## config.mk

```make
export PLATFORM = sky130hd
export DESIGN_NAME = food_spawner
export DESIGN_NICKNAME = d
export VERILOG_FILES = /design/src/rtl/snake_pkg.sv /design/src/rtl/grid_pos_succ.sv /design/src/rtl/food_spawner.sv
export SDC_FILE = /design/constraint.sdc
export NUM_CORES = 1
export LEC_CHECK = 0
export BUFFER_PORTS_ARGS = -buffer_cell sky130_fd_sc_hd__clkbuf_2
export CORE_ASPECT_RATIO = 1.5
export CORE_MARGIN = 10
export CORE_UTILIZATION = 40
export DETAILED_ROUTE_END_ITERATION = 8
export GPL_TIMING_DRIVEN = 0
export SLEW_MARGIN = 20
export SYNTH_ARGS = -nofsm -noshare
export SYNTH_HDL_FRONTEND = slang
export SYNTH_HIERARCHICAL = 1
export SYNTH_SLANG_ARGS = --single-unit
```

## constraint.sdc

```tcl
create_clock -name clk -period 4.19 [get_ports clk]
set_input_delay 0.2095 -clock clk [delete_from_list [all_inputs] [get_ports clk]]
set_output_delay 0.2095 -clock clk [all_outputs]
set_load 0.02 [all_outputs]
```

## src/rtl/snake_pkg.sv

```systemverilog
`default_nettype none
`timescale 1ns/1ps
// ============================================================================
//  Package : snake_pkg
//  Brief   : Shared board geometry, cell position type and food spawner states.
//  Rev     : 1.0  initial release
// ============================================================================
package snake_pkg;

   localparam int GRID_W_DEF = 24;
   localparam int GRID_H_DEF = 16;
   localparam int X_BITS     = 5;
   localparam int Y_BITS     = 4;

   typedef struct packed {
      logic [X_BITS-1:0] x;
      logic [Y_BITS-1:0] y;
   } pos_t;

   typedef enum logic [2:0] {
      ST_IDLE   = 3'd0,
      ST_SAMPLE = 3'd1,
      ST_QUERY  = 3'd2,
      ST_SCAN   = 3'd3,
      ST_DONE   = 3'd4
   } spawn_state_t;

endpackage
`default_nettype wire

```

## src/rtl/grid_pos_succ.sv

```systemverilog
`default_nettype none
`timescale 1ns/1ps
// ============================================================================
//  Module  : grid_pos_succ
//  Brief   : Next cell in raster order; wraps at the row end and at the
//            bottom-right corner back to (0,0).
//  Rev     : 1.0  initial release
// ============================================================================
module grid_pos_succ
   import snake_pkg::*;
#(
   parameter int GRID_W = GRID_W_DEF,
   parameter int GRID_H = GRID_H_DEF
) (
   input  pos_t i_pos,
   output pos_t o_pos
);

   // Raster-order successor with row and board wrap
   always_comb begin
      o_pos = i_pos;
      if (i_pos.x == X_BITS'(GRID_W - 1)) begin
         o_pos.x = '0;
         if (i_pos.y == Y_BITS'(GRID_H - 1)) begin
            o_pos.y = '0;
         end else begin
            o_pos.y = i_pos.y + 1'b1;
         end
      end else begin
         o_pos.x = i_pos.x + 1'b1;
      end
   end

endmodule
`default_nettype wire

```

## src/rtl/food_spawner.sv

```systemverilog
`default_nettype none
`timescale 1ns/1ps
// ============================================================================
//  Module  : food_spawner
//  Brief   : Turns LFSR samples into a free food cell. Random draws are
//            checked against the snake body store; after MAX_TRIES failed
//            draws a linear scan from the last candidate takes over.
//  Rev     : 1.0  initial release
// ============================================================================
module food_spawner
   import snake_pkg::*;
#(
   parameter int GRID_W    = GRID_W_DEF,
   parameter int GRID_H    = GRID_H_DEF,
   parameter int MAX_TRIES = 8
) (
   input  logic              clk,
   input  logic              rst,
   input  logic [8:0]        i_rng,
   input  logic              i_req,
   output logic              o_busy,
   output logic              o_done,
   output logic [X_BITS-1:0] o_food_x,
   output logic [Y_BITS-1:0] o_food_y,
   output logic              o_full,
   output logic              o_q_valid,
   output logic [X_BITS-1:0] o_q_x,
   output logic [Y_BITS-1:0] o_q_y,
   input  logic              i_q_done,
   input  logic              i_q_hit
);

   localparam int c_TW        = $clog2(MAX_TRIES + 1);
   localparam int c_SCAN_LAST = GRID_W * GRID_H - 1;

   spawn_state_t    r_state;
   pos_t            r_cand;
   logic [c_TW-1:0] r_tries;
   logic [8:0]      r_scan_cnt;

   pos_t            w_rng_pos;
   logic            w_rng_ok;
   pos_t            w_succ_in;
   pos_t            w_succ;
   logic [c_TW-1:0] w_tries_inc;
   logic            w_tries_last;

   assign w_rng_pos    = '{x: i_rng[8:4], y: i_rng[3:0]};
   assign w_rng_ok     = ({1'b0, w_rng_pos.x} < 6'(GRID_W));
   assign w_tries_inc  = r_tries + 1'b1;
   assign w_tries_last = (w_tries_inc == c_TW'(MAX_TRIES));

   // Scan entry from SAMPLE only happens on a range reject, so the rejected
   // draw is folded to column 0 of its row before stepping forward.
   assign w_succ_in = (r_state == ST_SAMPLE) ? '{x: '0, y: w_rng_pos.y} : r_cand;

   grid_pos_succ #(
      .GRID_W (GRID_W),
      .GRID_H (GRID_H)
   ) u_succ (
      .i_pos (w_succ_in),
      .o_pos (w_succ)
   );

   // The query address is the candidate register itself, so it can only
   // move on the edge that consumes i_q_done.
   assign o_q_x = r_cand.x;
   assign o_q_y = r_cand.y;

   // Spawn control FSM with registered outputs
   always_ff @(posedge clk) begin
      if (rst) begin
         r_state    <= ST_IDLE;
         r_cand     <= '0;
         r_tries    <= '0;
         r_scan_cnt <= '0;
         o_busy     <= 1'b0;
         o_done     <= 1'b0;
         o_food_x   <= '0;
         o_food_y   <= '0;
         o_full     <= 1'b0;
         o_q_valid  <= 1'b0;
      end else begin
         o_done <= 1'b0;
         case (r_state)
            ST_IDLE: begin
               if (i_req) begin
                  r_tries <= '0;
                  o_full  <= 1'b0;
                  o_busy  <= 1'b1;
                  r_state <= ST_SAMPLE;
               end
            end

            ST_SAMPLE: begin
               r_cand <= w_rng_pos;
               if (!w_rng_ok) begin
                  r_tries <= w_tries_inc;
                  if (w_tries_last) begin
                     r_cand     <= w_succ;
                     r_scan_cnt <= '0;
                     o_q_valid  <= 1'b1;
                     r_state    <= ST_SCAN;
                  end
               end else begin
                  o_q_valid <= 1'b1;
                  r_state   <= ST_QUERY;
               end
            end

            ST_QUERY: begin
               if (i_q_done) begin
                  if (!i_q_hit) begin
                     o_q_valid <= 1'b0;
                     o_done    <= 1'b1;
                     o_food_x  <= r_cand.x;
                     o_food_y  <= r_cand.y;
                     r_state   <= ST_DONE;
                  end else begin
                     r_tries <= w_tries_inc;
                     if (w_tries_last) begin
                        r_cand     <= w_succ;
                        r_scan_cnt <= '0;
                        r_state    <= ST_SCAN;
                     end else begin
                        o_q_valid <= 1'b0;
                        r_state   <= ST_SAMPLE;
                     end
                  end
               end
            end

            ST_SCAN: begin
               if (i_q_done) begin
                  if (!i_q_hit) begin
                     o_q_valid <= 1'b0;
                     o_done    <= 1'b1;
                     o_food_x  <= r_cand.x;
                     o_food_y  <= r_cand.y;
                     r_state   <= ST_DONE;
                  end else if (r_scan_cnt == 9'(c_SCAN_LAST)) begin
                     o_q_valid <= 1'b0;
                     o_done    <= 1'b1;
                     o_full    <= 1'b1;
                     r_state   <= ST_DONE;
                  end else begin
                     r_cand     <= w_succ;
                     r_scan_cnt <= r_scan_cnt + 1'b1;
                  end
               end
            end

            ST_DONE: begin
               o_busy  <= 1'b0;
               r_state <= ST_IDLE;
            end

            default: begin
               r_state <= ST_IDLE;
            end
         endcase
      end
   end

endmodule
`default_nettype wire

```

==> out/qor.yml, run 1 <==
syn-num-nets: 314
max-clock-path-buffers: 2
ctsResizeCount: 0
grt_max_degree: 12
power_leakage_nw: 0.993
drc_errors: 0
rrSetupSlack_ns: 1.36
whs_ns: 0.171
async_flop_share_pct: 0
critical-path-slowest-cell: "nor3b_2"
syn_inst: 296
critPathKind: "flip-flop to flip-flop"
power_density_nw_per_um2: 475
setup_tns_ns: 0
areaGrowthSynthToFinish_pct: 16.1
cp_max_fo: 10
p_comb_share_pct: 40.0
layout_commonest_cell: "nand2_1"
ys_types: 52
report.final.slew_viol_count: 0
final_antenna_net_count: 0
avgSynthCellArea_um2: 7.79
vias: 2336
cts_buffers: 5
place_ws_ns: 1.46
cp_data_arrival_time_ns: 3.02
cts_root_buf: "clkbuf_8"
io_buffer_count: 34
drv_cap: 0
antenna_found_initial: 0
worstMarginPinSlew_ns: 0.757
gr-usage-all-layers_pct: 15.0
drive_above_1_share_pct: 19.6
power_frac_clock_pct: 25.2
fin_crit_sh_pct: 67.5
layout_common_cells: "nand2_1, dfxtp_1, clkbuf_2"
path_common_cell: "a311oi_1"
die_w_um: 82.0
ys_seq_area_share_pct: 33.0
hold_buffers: 0
synth_warnings: 6
slowest_delay_ns: 0.65
dieArea_um2: 9260
num_rows: 33
hp-class: "input pin to flip-flop"
fin_worst_skew_ns: 0.00460
syn-cell-area_um2: 2300
viasPerCell: 5.74
ios: 36
core_region_area_um2: 5530
relSlewSlack_pct: 49.3
critPathTopFamily: "compound AO/OA/AOI/OAI gates"
finalWeightedCongestion: 0.826
cp_num_buf_inv: 1
synth-edff-count: 0
grt_pass1_wl_um: 11300
fin_crit_ns: 2.83
dp_cells: 400
worst_skew_pair.late_latency_ns: 0.29
maxClockFrequency_ghz: 0.354
ir_drop_v: 0.000287
worstSetupEndpointType: "flip-flop"
hpwl_um: 5030
diodes: 0
first_pass_iters: 5
seqPwrFrac_pct: 34.8
final-hold-violation-count: 0
rsz0062_at_grt: "no"
drt_iter0_drc: 181
finalSetupViolations: 0
multiInputGateArea_um2: 1430
fin_nets: 355
outcome: "completed"
die_height_um: 113
worstSetupStartpointType: "flip-flop"
setup_slack_ns: 1.36
cts_setup_buffers: 0
synth_ff_type: "dfxtp_1"
htreeDepth: 2
tritoncts: "built"
ys_ff_latch: 38
internal_power_uw: 794
routed_wl_um: 6700
power.total_mw: 1.27
crit_required_ns: 4.38
start_util_pct: 41.7
overflow: 0
wl_per_cell_um: 16.5
switchingPower_uw: 475
p_sw_share_pct: 37.4
grt_pass1_vias: 2374
path_cells: "buf_2 > nor3b_2 > mux2_2 > ha_1 > a311oi_1 > a21o_1 > a21bo_2 > a311oi_1"
regArea_um2: 761
instances_no_fill: 407
fillers: 598
clkTransAtPathRegs_ns: 0.08
clock-sinks: 38
-- worst reg2reg max path, cell delays in order, from the launching register on --
cell	delay, ns
dfxtp_1	0.30
buf_2	0.15
nor3b_2	0.65
mux2_2	0.46
ha_1	0.24
a311oi_1	0.30
a21o_1	0.11
a21bo_2	0.21
a311oi_1	0.29
-- cell type report --
type                       count  share of cell area [%]
multi-input combinational    234                    53.6
clock buffer                   6                    3.09
tap                           70                    3.27
inverter                       3                   0.421
clock inverter                 1                    1.12
sequential                    38                    28.4
timing repair buffer          34                    6.36
buffer                        21                    3.74
-- power groups by stage --
stage / clock (mW) / combinational (mW) / sequential [mW]
detailed placement: 0 / 0.504 / 0.451
floorplan: 0 / 0.328 / 0.485
global placement: 0 / 0.499 / 0.450
CTS: 0.332 / 0.507 / 0.442
finish: 0.320 / 0.508 / 0.441
global route: 0.343 / 0.562 / 0.451
-- layer usage --
| layer | vias up | GRT usage, % | share of wire (%) |
|---|---|---|---|
| li1 | 1165 | - | - |
| met1 | 1093 | 16.4 | 41 |
| met2 | 65 | 26.9 | 53 |
| met3 | 13 | 3.41 | 4.1 |
| met4 | 0 | 5.69 | 2.2 |
| met5 | - | 0 | 0 |
-- worst paths after layout --
check | cells after the start | end | startpoint
worst max register to register | 8 | o_q_y[0] | r_state[2]
worst max-delay path | 8 | o_q_y[0] | r_state[2]
worst min register to register | 2 | o_food_y[2] | o_food_y[2]
worst min-delay path | 3 | o_q_x[0] | i_rng[4]
-- synthesized netlist by cell type (3+ instances only) --
cell      instances  area [um^2]
nand2_1          41          154
dfxtp_1          38          761
a21oi_1          32          160
nor2_1           23         86.3
nand3_1          16         80.1
clkbuf_1         13         48.8
a311oi_1         12          105
o21ai_0          12         60.1
a21bo_2           8         80.1
nor2b_1           8         50.1
buf_2             5         25.0
nand2b_1          5         31.3
nand4_1           5         31.3
or4_1             5         37.5
a211oi_1          4         30.0
a21o_1            4         30.0
a31oi_1           4         25.0
ha_1              4         50.1
mux2_2            4         45.0
or3_1             4         25.0
and2_1            3         18.8
and3b_1           3         26.3
inv_1             3         11.3
nand3b_1          3         22.5
nand4b_1          3         26.3
nor3_1            3         15.0
-- kinds of logic (layout without fill, tap and decap cells) --
kind of cell	count (synthesis)	count (layout)	synth area share [%]
adder cells (fa/ha/maj)	4	4	2.17
AO/OA/AOI/OAI	90	90	26.3
AND/OR/NAND/NOR	133	133	30.6
flip-flops	38	38	33.0
multiplexers	4	4	1.95
XOR/XNOR	3	3	1.14
buffers and inverters	24	65	4.83
-- sequential cells by signal (all words and copies together) (netlist names) --
name and cells:
o_busy 1, o_done 1, o_food_x 5, o_food_y 4
o_full 1, o_q_valid 1, o_q_x 5, o_q_y 4
r_scan_cnt 9, r_state 3, r_tries 4
-- per-stage QoR --
stage,area (um^2),util [%]
2_1_floorplan,2300,-
3_3_place_gp,2560,46.3
3_5_place_dp,2560,46.3
4_1_cts,2680,48.3
5_1_grt,2680,48.3
6_report,2680,48.3
Power figures use the tool's default switching activity.
==> run 2, diff against run 1 <==
--- a/config.mk
+++ b/config.mk
@@ -5,6 +5,7 @@
 export SDC_FILE = /design/constraint.sdc
 export NUM_CORES = 1
 export LEC_CHECK = 0
+export ABC_AREA = 1
 export BUFFER_PORTS_ARGS = -buffer_cell sky130_fd_sc_hd__clkbuf_2
 export CORE_ASPECT_RATIO = 1.5
 export CORE_MARGIN = 10
==> constraint.sdc (replaced) <==
create_clock -name clk -period 2.7 [get_ports clk]
set_input_delay 0.135 -clock clk [delete_from_list [all_inputs] [get_ports clk]]
set_output_delay 0.135 -clock clk [all_outputs]
set_load 0.02 [all_outputs]
==> run 2 against run 1 <==
Clock power is 84% higher. Flip-flop and latch count stayed put. Highest routed layer unchanged. Worst hold slack worse by 0.035 ns. Non-clock buffer count is 12 lower. Sequential power is 87% higher.
==> out/qor.yml, run 2 <==
design_area_um2: 2940
ys_types: 34
wl_per_cell_um: 13.2
ios: 36
fin_worst_skew_ns: 0.00843
hp-start: "i_req"
slowest_delay_ns: 0.42
seqPwrFrac_pct: 28.4
synth_ff_type: "dfxtp_1"
synth_area_leaders: "dfxtp_1, nand2_1, nor2_1"
die_height_um: 118
crit_required_ns: 2.90
routed_wl_um: 6670
fin_crit_ns: 2.45
clkTransAtPathRegs_ns: 0.08
worst_skew_pair.late_latency_ns: 0.29
placedInstanceArea_um2: 2800
final-hold-violation-count: 0
async_flop_share_pct: 0
cts_root_buf: "clkbuf_8"
drt_iter0_drc: 122
fin_crit_sh_pct: 90.9
tritoncts: "built"
power.total_mw: 2.91
io_buffer_count: 34
yosysTopAreaCellShare_pct: 30.0
clock-sinks: 38
cp_max_fo: 10
synth_top_area_cell: "dfxtp_1"
power_frac_clock_pct: 20.2
grt_max_degree: 14
drc_errors: 0
syn_inst: 388
maxClockFrequency_ghz: 0.407
drv_cap: 0
relSlewSlack_pct: 65.4
critical-path-slowest-cell: "dfxtp_1"
synth-edff-count: 0
internal_power_mw: 1.57
finalWeightedCongestion: 0.898
synth_warnings: 6
power_leakage_nw: 1.47
crit_path_start: "r_state[0]"
layout_commonest_cell: "nand2_1"
outcome: "completed"
viasPerCell: 5.03
start_util_pct: 41.1
grt_pass1_vias: 2500
synth_most_common_cell: "nand2_1"
avgSynthCellArea_um2: 6.54
syn-num-nets: 406
synth_top_cells_by_count: "nand2_1, nor2_1, inv_1"
hp-class: "input pin to flip-flop"
worstMarginPinSlew_ns: 0.520
fin_nets: 447
power_density_nw_per_um2: 988
worstSetupStartpointType: "flip-flop"
overflow: 0
instances_no_fill: 504
htreeDepth: 2
rsz0062_at_grt: "no"
largest_reg_flops: 9
die_w_um: 85.0
rr_startpoint: "r_state[0]"
setup_tns_ns: 0
whs_ns: 0.136
cts_buffers: 5
top_register: "r_scan_cnt"
worstSetupEndpointType: "flip-flop"
path_common_cell: "nand2_1"
p_sw_share_pct: 46.1
cp_data_arrival_time_ns: 2.65
core_region_area_um2: 6170
layout_common_cells: "nand2_1, nor2_1, inv_1"
max-clock-path-buffers: 2
num_rows: 35
report.final.slew_viol_count: 0
finalSetupViolations: 0
gr-usage-all-layers_pct: 13.3
ir_drop_v: 0.000643
ys_seq_area_share_pct: 30.0
antenna_found_initial: 0
grt_pass1_wl_um: 11300
hpwl_um: 5280
dieArea_um2: 10000
first_pass_iters: 4
diodes: 0
path_cells: "inv_1 > nor2_1 > nand2_1 > clkbuf_2 > o21ai_1 > ha_1 > nand3_1 > nand3_1 > o21ai_0 > nand3b_1 > nand2_1 > nand2_1 > inv_1 > nor2_2"
final_antenna_net_count: 0
areaGrowthSynthToFinish_pct: 16.0
drive_above_1_share_pct: 21.6
switchingPower_mw: 1.34
syn-cell-area_um2: 2540
critPathKind: "flip-flop to flip-flop"
hold_buffers: 0
dp_cells: 496
cts_setup_buffers: 0
ys_ff_latch: 38
p_comb_share_pct: 51.4
vias: 2534
## run 2: changes by cell type in the layout (fill, tap and decap cells not counted), moves of 14 or more
| cell | previous run | this run |
|---|---|---|
| nand2_1 | 41 | 87 |
| inv_1 | 3 | 48 |
| nor2_2 | 0 | 14 |
| nand3_1 | 16 | 35 |
| a21oi_1 | 32 | 18 |
| nor2_1 | 23 | 50 |
## run 2: cells by family (layout without fill, tap and decap cells)
family                     after synthesis  after routing  synth area share, %
muxes                                    1              1                0.394
AOI/OAI and AO/OA                       60             60                 14.5
buffers and inverters                   62            104                 10.7
and+or+nand+nor                        219            219                 41.1
adders and majority gates                4              4                 1.97
DFF                                     38             38                 30.0
xor gates and xnor gates                 4              4                 1.38
## run 2: worst paths after layout
| path | endpoint | slack [ns] | depth (start not counted) |
|---|---|---|---|
| worst max-delay path | o_q_y[0] | 0.25 | 14 |
| worst min-delay path | o_busy | 0.14 | 3 |
| worst max register to register | o_q_y[0] | 0.25 | 14 |
| worst min register to register | o_full | 0.45 | 2 |
## run 2: power groups by stage
stage | combinational [mW] | sequential, mW | clock, mW
4_1_cts | 1.49 | 0.830 | 0.602
5_1_grt | 1.68 | 0.844 | 0.622
3_3_place_gp | 1.48 | 0.843 | 0
3_5_place_dp | 1.48 | 0.841 | 0
2_1_floorplan | 1.05 | 0.907 | 0
6_report | 1.50 | 0.825 | 0.588
## run 2: area by class of cell
type | count | area (um^2)
Buffer | 9 | 68.8
Clock buffer | 5 | 68.8
Clock inverter | 3 | 68.8
Fill cell | 662 | 3230
Inverter | 53 | 204
Multi-Input combinational cell | 288 | 1510
Sequential cell | 38 | 761
Tap cell | 74 | 92.6
Timing Repair Buffer | 34 | 170
## run 2: per-layer routing
| metal | vias up | track usage (%) | routed length, um |
|---|---|---|---|
| met5 | - | 0 | 0 |
| met4 | 0 | 4.34 | 114 |
| met3 | 11 | 3.53 | 343 |
| met2 | 52 | 23.7 | 3440 |
| li1 | 1326 | - | - |
| met1 | 1145 | 14.4 | 2770 |
## run 2: what timing repair did
action | 4_1_cts | 5_1_grt
endpoints found under the hold margin | 0 | 0
resized for setup | 0 | 6
endpoints found under the setup margin | 0 | 5
## run 2: worst max-delay path: cells and delay by family, from the launching register on
family | cells | cell delay, ns
simple gates | 8 | 0.88
fa+ha+maj | 1 | 0.23
compound gates | 2 | 0.36
buf+inv | 3 | 0.46
flops | 1 | 0.42
## run 2: metrics by stage
step | setup slack [ns] | utilization (%)
floorplan | 0.507 | -
global placement | 0.0550 | 45.4
detailed placement | 0.0337 | 45.4
CTS | 0.0282 | 47.6
global route | 0.00277 | 47.7
finish | 0.245 | 47.7
